`src/rtl/coincidence_pulse_generator.sv`:
```
// Pulse-pair generator: emits a leading and a trailing pulse on A/B with a programmable
// offset, repeated after a fixed gap for count_req pairs (or until stop when count_req=0).
module coincidence_pulse_generator #(
    parameter int PULSE_CYCLES = 1000,
    parameter int GAP_CYCLES   = 500_000_000,
    parameter int OFFSET_W     = 24
) (
    input  logic                clk,
    input  logic                rst_n,
    input  logic                start,
    input  logic                stop,
    input  logic [OFFSET_W-1:0] offset_cycles,
    input  logic                b_first,
    input  logic [15:0]         count_req,
    output logic                out_A,
    output logic                out_B,
    output logic                busy,
    output logic                pair_done,
    output logic [15:0]         pairs_sent,
    output logic [1:0]          dbg_state
);

    localparam int PW = $clog2(PULSE_CYCLES + 1);
    localparam int GW = $clog2(GAP_CYCLES + 1);
    localparam int OW = OFFSET_W + 1;

    typedef enum logic [1:0] {
        IDLE = 2'd0,
        PAIR = 2'd1,
        GAP  = 2'd2
    } state_e;

    state_e                state_q;
    logic                  lead_q;
    logic                  trail_q;
    logic [PW-1:0]         lead_rem_q;
    logic [PW-1:0]         trail_rem_q;
    logic [OW-1:0]         off_q;
    logic [GW-1:0]         gap_q;
    logic [OFFSET_W-1:0]   off_cfg_q;
    logic                  bf_q;
    logic [15:0]           count_q;
    logic [15:0]           pairs_q;
    logic                  busy_q;
    logic                  pair_done_q;

    logic                  lead_ends;
    logic                  trail_ends;
    logic                  burst_done;
    logic                  launch;
    logic [OFFSET_W-1:0]   pair_off;

    // A channel's pulse is over after this edge if it is already low or on its last cycle.
    assign lead_ends  = !lead_q || (lead_rem_q == PW'(1));
    assign trail_ends = (off_q == '0) && (!trail_q || (trail_rem_q == PW'(1)));
    assign burst_done = (count_q != 16'd0) && (pairs_q == count_q);
    assign launch     = ((state_q == IDLE) && start) ||
                        ((state_q == GAP) && !stop && (gap_q == '0) && !burst_done);
    assign pair_off   = (state_q == IDLE) ? offset_cycles : off_cfg_q;

    always_ff @(posedge clk or negedge rst_n) begin
        if (!rst_n) begin
            state_q     <= IDLE;
            lead_q      <= 1'b0;
            trail_q     <= 1'b0;
            lead_rem_q  <= '0;
            trail_rem_q <= '0;
            off_q       <= '0;
            gap_q       <= '0;
            off_cfg_q   <= '0;
            bf_q        <= 1'b0;
            count_q     <= '0;
            pairs_q     <= '0;
            busy_q      <= 1'b0;
            pair_done_q <= 1'b0;
        end else begin
            pair_done_q <= 1'b0;
            case (state_q)
                IDLE: begin
                    if (start) begin
                        off_cfg_q <= offset_cycles;
                        bf_q      <= b_first;
                        count_q   <= count_req;
                        pairs_q   <= '0;
                        busy_q    <= 1'b1;
                        state_q   <= PAIR;
                    end
                end
                PAIR: begin
                    if (stop) begin
                        lead_q  <= 1'b0;
                        trail_q <= 1'b0;
                        off_q   <= '0;
                        busy_q  <= 1'b0;
                        state_q <= IDLE;
                    end else if (lead_ends && trail_ends) begin
                        lead_q      <= 1'b0;
                        trail_q     <= 1'b0;
                        pair_done_q <= 1'b1;
                        pairs_q     <= (pairs_q == 16'hFFFF) ? pairs_q : pairs_q + 16'd1;
                        gap_q       <= GW'(GAP_CYCLES - 1);
                        state_q     <= GAP;
                    end else begin
                        if (lead_q) begin
                            if (lead_rem_q == PW'(1)) lead_q <= 1'b0;
                            else                      lead_rem_q <= lead_rem_q - PW'(1);
                        end
                        if (off_q > OW'(1)) begin
                            off_q <= off_q - OW'(1);
                        end else if (off_q == OW'(1)) begin
                            off_q       <= '0;
                            trail_q     <= 1'b1;
                            trail_rem_q <= PW'(PULSE_CYCLES);
                        end else if (trail_q) begin
                            if (trail_rem_q == PW'(1)) trail_q <= 1'b0;
                            else                       trail_rem_q <= trail_rem_q - PW'(1);
                        end
                    end
                end
                GAP: begin
                    if (stop) begin
                        busy_q  <= 1'b0;
                        state_q <= IDLE;
                    end else if (gap_q == '0) begin
                        if (burst_done) begin
                            busy_q  <= 1'b0;
                            state_q <= IDLE;
                        end else begin
                            state_q <= PAIR;
                        end
                    end else begin
                        gap_q <= gap_q - GW'(1);
                    end
                end
                default: begin
                    busy_q  <= 1'b0;
                    state_q <= IDLE;
                end
            endcase

            // Start of every pair: leading pulse rises now, trailing one now or after the offset.
            if (launch) begin
                lead_q     <= 1'b1;
                lead_rem_q <= PW'(PULSE_CYCLES);
                if (pair_off == '0) begin
                    trail_q     <= 1'b1;
                    trail_rem_q <= PW'(PULSE_CYCLES);
                    off_q       <= '0;
                end else begin
                    trail_q <= 1'b0;
                    off_q   <= {1'b0, pair_off};
                end
            end
        end
    end

    // bf_q only changes in IDLE, where both pulse flops are low, so the swap never glitches.
    assign out_A      = bf_q ? trail_q : lead_q;
    assign out_B      = bf_q ? lead_q  : trail_q;
    assign busy       = busy_q;
    assign pair_done  = pair_done_q;
    assign pairs_sent = pairs_q;
    assign dbg_state  = state_q;

endmodule

```
`config.mk`:
```
export PLATFORM = sky130hd
export DESIGN_NAME = coincidence_pulse_generator
export DESIGN_NICKNAME = d
export VERILOG_FILES = /design/src/rtl/coincidence_pulse_generator.sv
export SDC_FILE = /design/constraint.sdc
export NUM_CORES = 1
export LEC_CHECK = 0
export CORE_AREA = 2 2 173 90
export DETAILED_ROUTE_END_ITERATION = 16
export DIE_AREA = 0 0 175 92
export GPL_ROUTABILITY_DRIVEN = 1
export PLACE_DENSITY = 0.86
export SYNTH_ARGS = -nofsm -noshare
export SYNTH_HDL_FRONTEND = slang
export SYNTH_SLANG_ARGS = --single-unit
export TNS_END_PERCENT = 50
```
`constraint.sdc`:
```
create_clock -name clk -period 2.6 [get_ports clk]
set_input_delay 0.26 -clock clk [delete_from_list [all_inputs] [get_ports clk]]
set_output_delay 0.26 -clock clk [all_outputs]
set_load 0.01 [all_outputs]
```
==> results.cfg <==
[synth]
synth-seq-cells = 137
synth_edf_count = 0
synth_xor_area_share_pct = 6.82
synth_top_family_by_area = simple AND/OR/NAND/NOR gates
synth_most_common_cell = nand2_1
ys_warn_count = 0
synth_fa_ha_area_share_pct = 1.65
synth_compound_area_share_pct = 12.9
yosys.area.top_type = dfrtp_1
ys_async_sr_fraction_pct = 100
yosysTopAreaCellShare_pct = 45.2
syn-cell-area_um2 = 7580
avgSynthCellArea_um2 = 8.54
syn_nets = 943
synthMuxAreaShare_pct = 0.677
synth.area.top_cells = dfrtp_1 (45%), nand2_1 (11%), xnor2_1 (4.0%)
synthCells = 888
synthTopCellsByCount = nand2_1 (217), dfrtp_1 (137), nor2_1 (71)
synthDistinctLibCells = 63
synthSimpleGateAreaFrac_pct = 29.4
yosysSeqAreaShare_pct = 45.2
synth_ff_type = dfrtp_1

[pwr]
p_comb_share_pct = 30.6
netSwitchingFraction_pct = 34.8
leakagePower_uw = 0.00476
p_sw_uw = 2820
intPower_uw = 5270
powerDensity_nw_per_um2 = 770
seq_power_share_pct = 37.1
clock_power_share_pct = 32.2
vdd_drop_max_v = 0.000575

[placed_design]
port_buffers = 66
dp_hpwl_mm = 16.0
dpl_cell_area_um2 = 9130
dp.cells = 1211
place_congestion = 0.939

[finish]
finalInstanceArea_um2 = 10500
drive_gt1_share_pct = 20.7
stdcell_count = 1272
layout.nets = 1111
areaGrowthSynthToFinish_pct = 38.7
fill_cells = 970
diodes = 0

[grt]
grt_max_degree = 67
grt_pass1_vias = 7240
antenna_found_initial = 0
grt_pass1_wl_mm = 38.1
grt_overflow_total = 0
grtUsageTotal_pct = 30.1

[clock_network]
cts_sinks = 137
cts.reportedPaths.clkPinSlew_ns = 0.06
cts-root-buf = clkbuf_16
cts_max_level = 4
cts_inserted_buffers = 17
clock_path_buffers = 2
clk_latency_ns = 0.44
cts_tree = done

[critical_path]
rrSetupSlack_ns = -0.26
arrival_ns = 3.16
critical_path.startpoint_type = flop
worstSetupEndpointType = flop
startpoint = trail_rem_q[6]
r2r-end = pairs_sent[12]
r2r_start = trail_rem_q[6]
path_max_fanout = 5
worstPathRequired_ns = 2.90
crit_type = reg2reg
critPathCapture = pairs_sent[12]
reg2reg_depth = 10

[sta]
setup_tns_ns = -7.51
setup_viol = 67
fmax_mhz = 349
skew_ns = 0.00959
finalCritPeriodShare_pct = 110
hold_violations = 0
min_period_ns = 2.86
slew_violations = 0
layout_setup_ws_ns = -0.262
worst_pin_slew_ns = 0.781
slew_headroom_pct = 47.3
grt_setup_unrepaired = true

[run]
cap_violations = 0

[floorplanning]
core_um2 = 14900
io_pins = 67
die_w_um = 175
start_util_pct = 51.0
num_rows = 32
dieArea_um2 = 16100
die_y_um = 92

[routing]
drc = 0
wl_mm = 26.2
ant_nets = 0
vias = 8049
drt-initial-drc-count = 1189
first_pass_iters = 7
drt-wirelength-per-cell_um = 20.6
viasPerCell = 6.33

[outcome]
status = complete, but fails checks
violations = setup timing

[min_path]
worst_hold_path_type = in2reg
==> layout make-up <==
type / instances / area, um2 / area share, %
clock inverter: 11 / 173 / 1.64
inverter: 20 / 82.6 / 0.786
timing repair buffer: 191 / 1840 / 17.5
sequential: 137 / 3430 / 32.6
clock buffer: 20 / 447 / 4.25
multi-input combinational: 689 / 4290 / 40.8
tap: 204 / 255 / 2.43
==> cells by family (layout without fill, tap and decap cells) <==
family	after synthesis	count (layout)
mux	5	5
buf+inv	62	242
flops	137	137
simple gates	468	468
xor+xnor	59	59
compound gates	147	147
fa+ha+maj	10	10
==> worst max-delay path, cell delays in order (launching register included) <==
cell and delay, ns:
dfrtp_1 0.42, nor4_1 0.42, a41oi_1 0.43, or3_4 0.52, o21ai_4 0.23, buf_4 0.15, buf_4 0.10, buf_4 0.14
nand3_1 0.10, xor2_1 0.16, nor2_1 0.05
==> state kept, by name, summed over array words and instances (netlist names) <==
name	flops
trail_q	1
off_cfg_q	24
lead_rem_q	10
off_q	25
pairs_sent	16
busy	1
gap_q	29
dbg_state	2
pair_done	1
trail_rem_q	10
bf_q	1
lead_q	1
count_q	16
==> per-stage QoR <==
step | worst slack, ns | hold slack, ns | utilization, % | power [uW]
5_1_grt | -0.344 | 0.360 | 70.8 | 8420
6_report | -0.262 | 0.351 | 70.8 | 8090
3_5_place_dp | -0.279 | 0.293 | 61.5 | 5110
2_1_floorplan | -0.130 | -0.0356 | - | 4130
4_1_cts | -0.152 | 0.352 | 67.1 | 7790
3_3_place_gp | -0.230 | 0.294 | 61.5 | 4990
==> cells in the final DEF, fill, tap and decap left out, types with 5 or more instances in the layout <==
cell               n
nor3_2             6
and3_1             9
or3_1             21
nand2_1          217
and2_1             6
nand4_1           13
o21ai_0           36
nor2_1            67
xor2_1            24
clkdlybuf4s50_1   65
nor3_1            23
clkbuf_16         23
inv_1             19
a31oi_1           18
buf_4             98
ha_1              10
buf_12             6
a21oi_1           24
dfrtp_1          137
a32oi_1            5
and4_1             7
nand3_1           19
nor4_1            24
xnor2_1           34
a211oi_2           5
nand3b_1           7
o211ai_1          15
nor4_4             5
buf_6             15
==> how the worst min path moves through the flow <==
stage	cells past startpoint	to	from
after floorplan	0	bf_q	rst_n
after global placement	1	gap_q[16]	rst_n
after detailed placement	1	pair_done	rst_n
after CTS	3	count_q[3]	count_req[3]
after global routing	3	count_q[11]	count_req[11]
final	3	count_q[3]	count_req[3]
==> layer usage <==
layer	GRT usage, %	up-vias	share of wire (%)
met5	0	-	0
met4	7.71	0	2.5
met3	8.00	85	12
met2	43.7	628	43
met1	44.6	3862	42
li1	-	3474	-
==> repair_timing <==
action / 4_1_cts / 5_1_grt
gates cloned: 1 / 8
pin swaps: 6 / 31
gates resized for setup: 27 / 54
endpoints found under the hold margin: 63 / 0
setup buffers: 7 / 15
hold buffers: 1 / 0
endpoints found under the setup margin: 30 / 83
==> power by group through the flow <==
stage	clock network, uW	registers (uW)	logic (uW)
6_report	2610	3000	2480
5_1_grt	2710	3040	2670
4_1_cts	2600	2960	2220
3_5_place_dp	0	2990	2120
3_3_place_gp	0	2960	2030
2_1_floorplan	0	2900	1240
(Power assumes the default switching activity.)
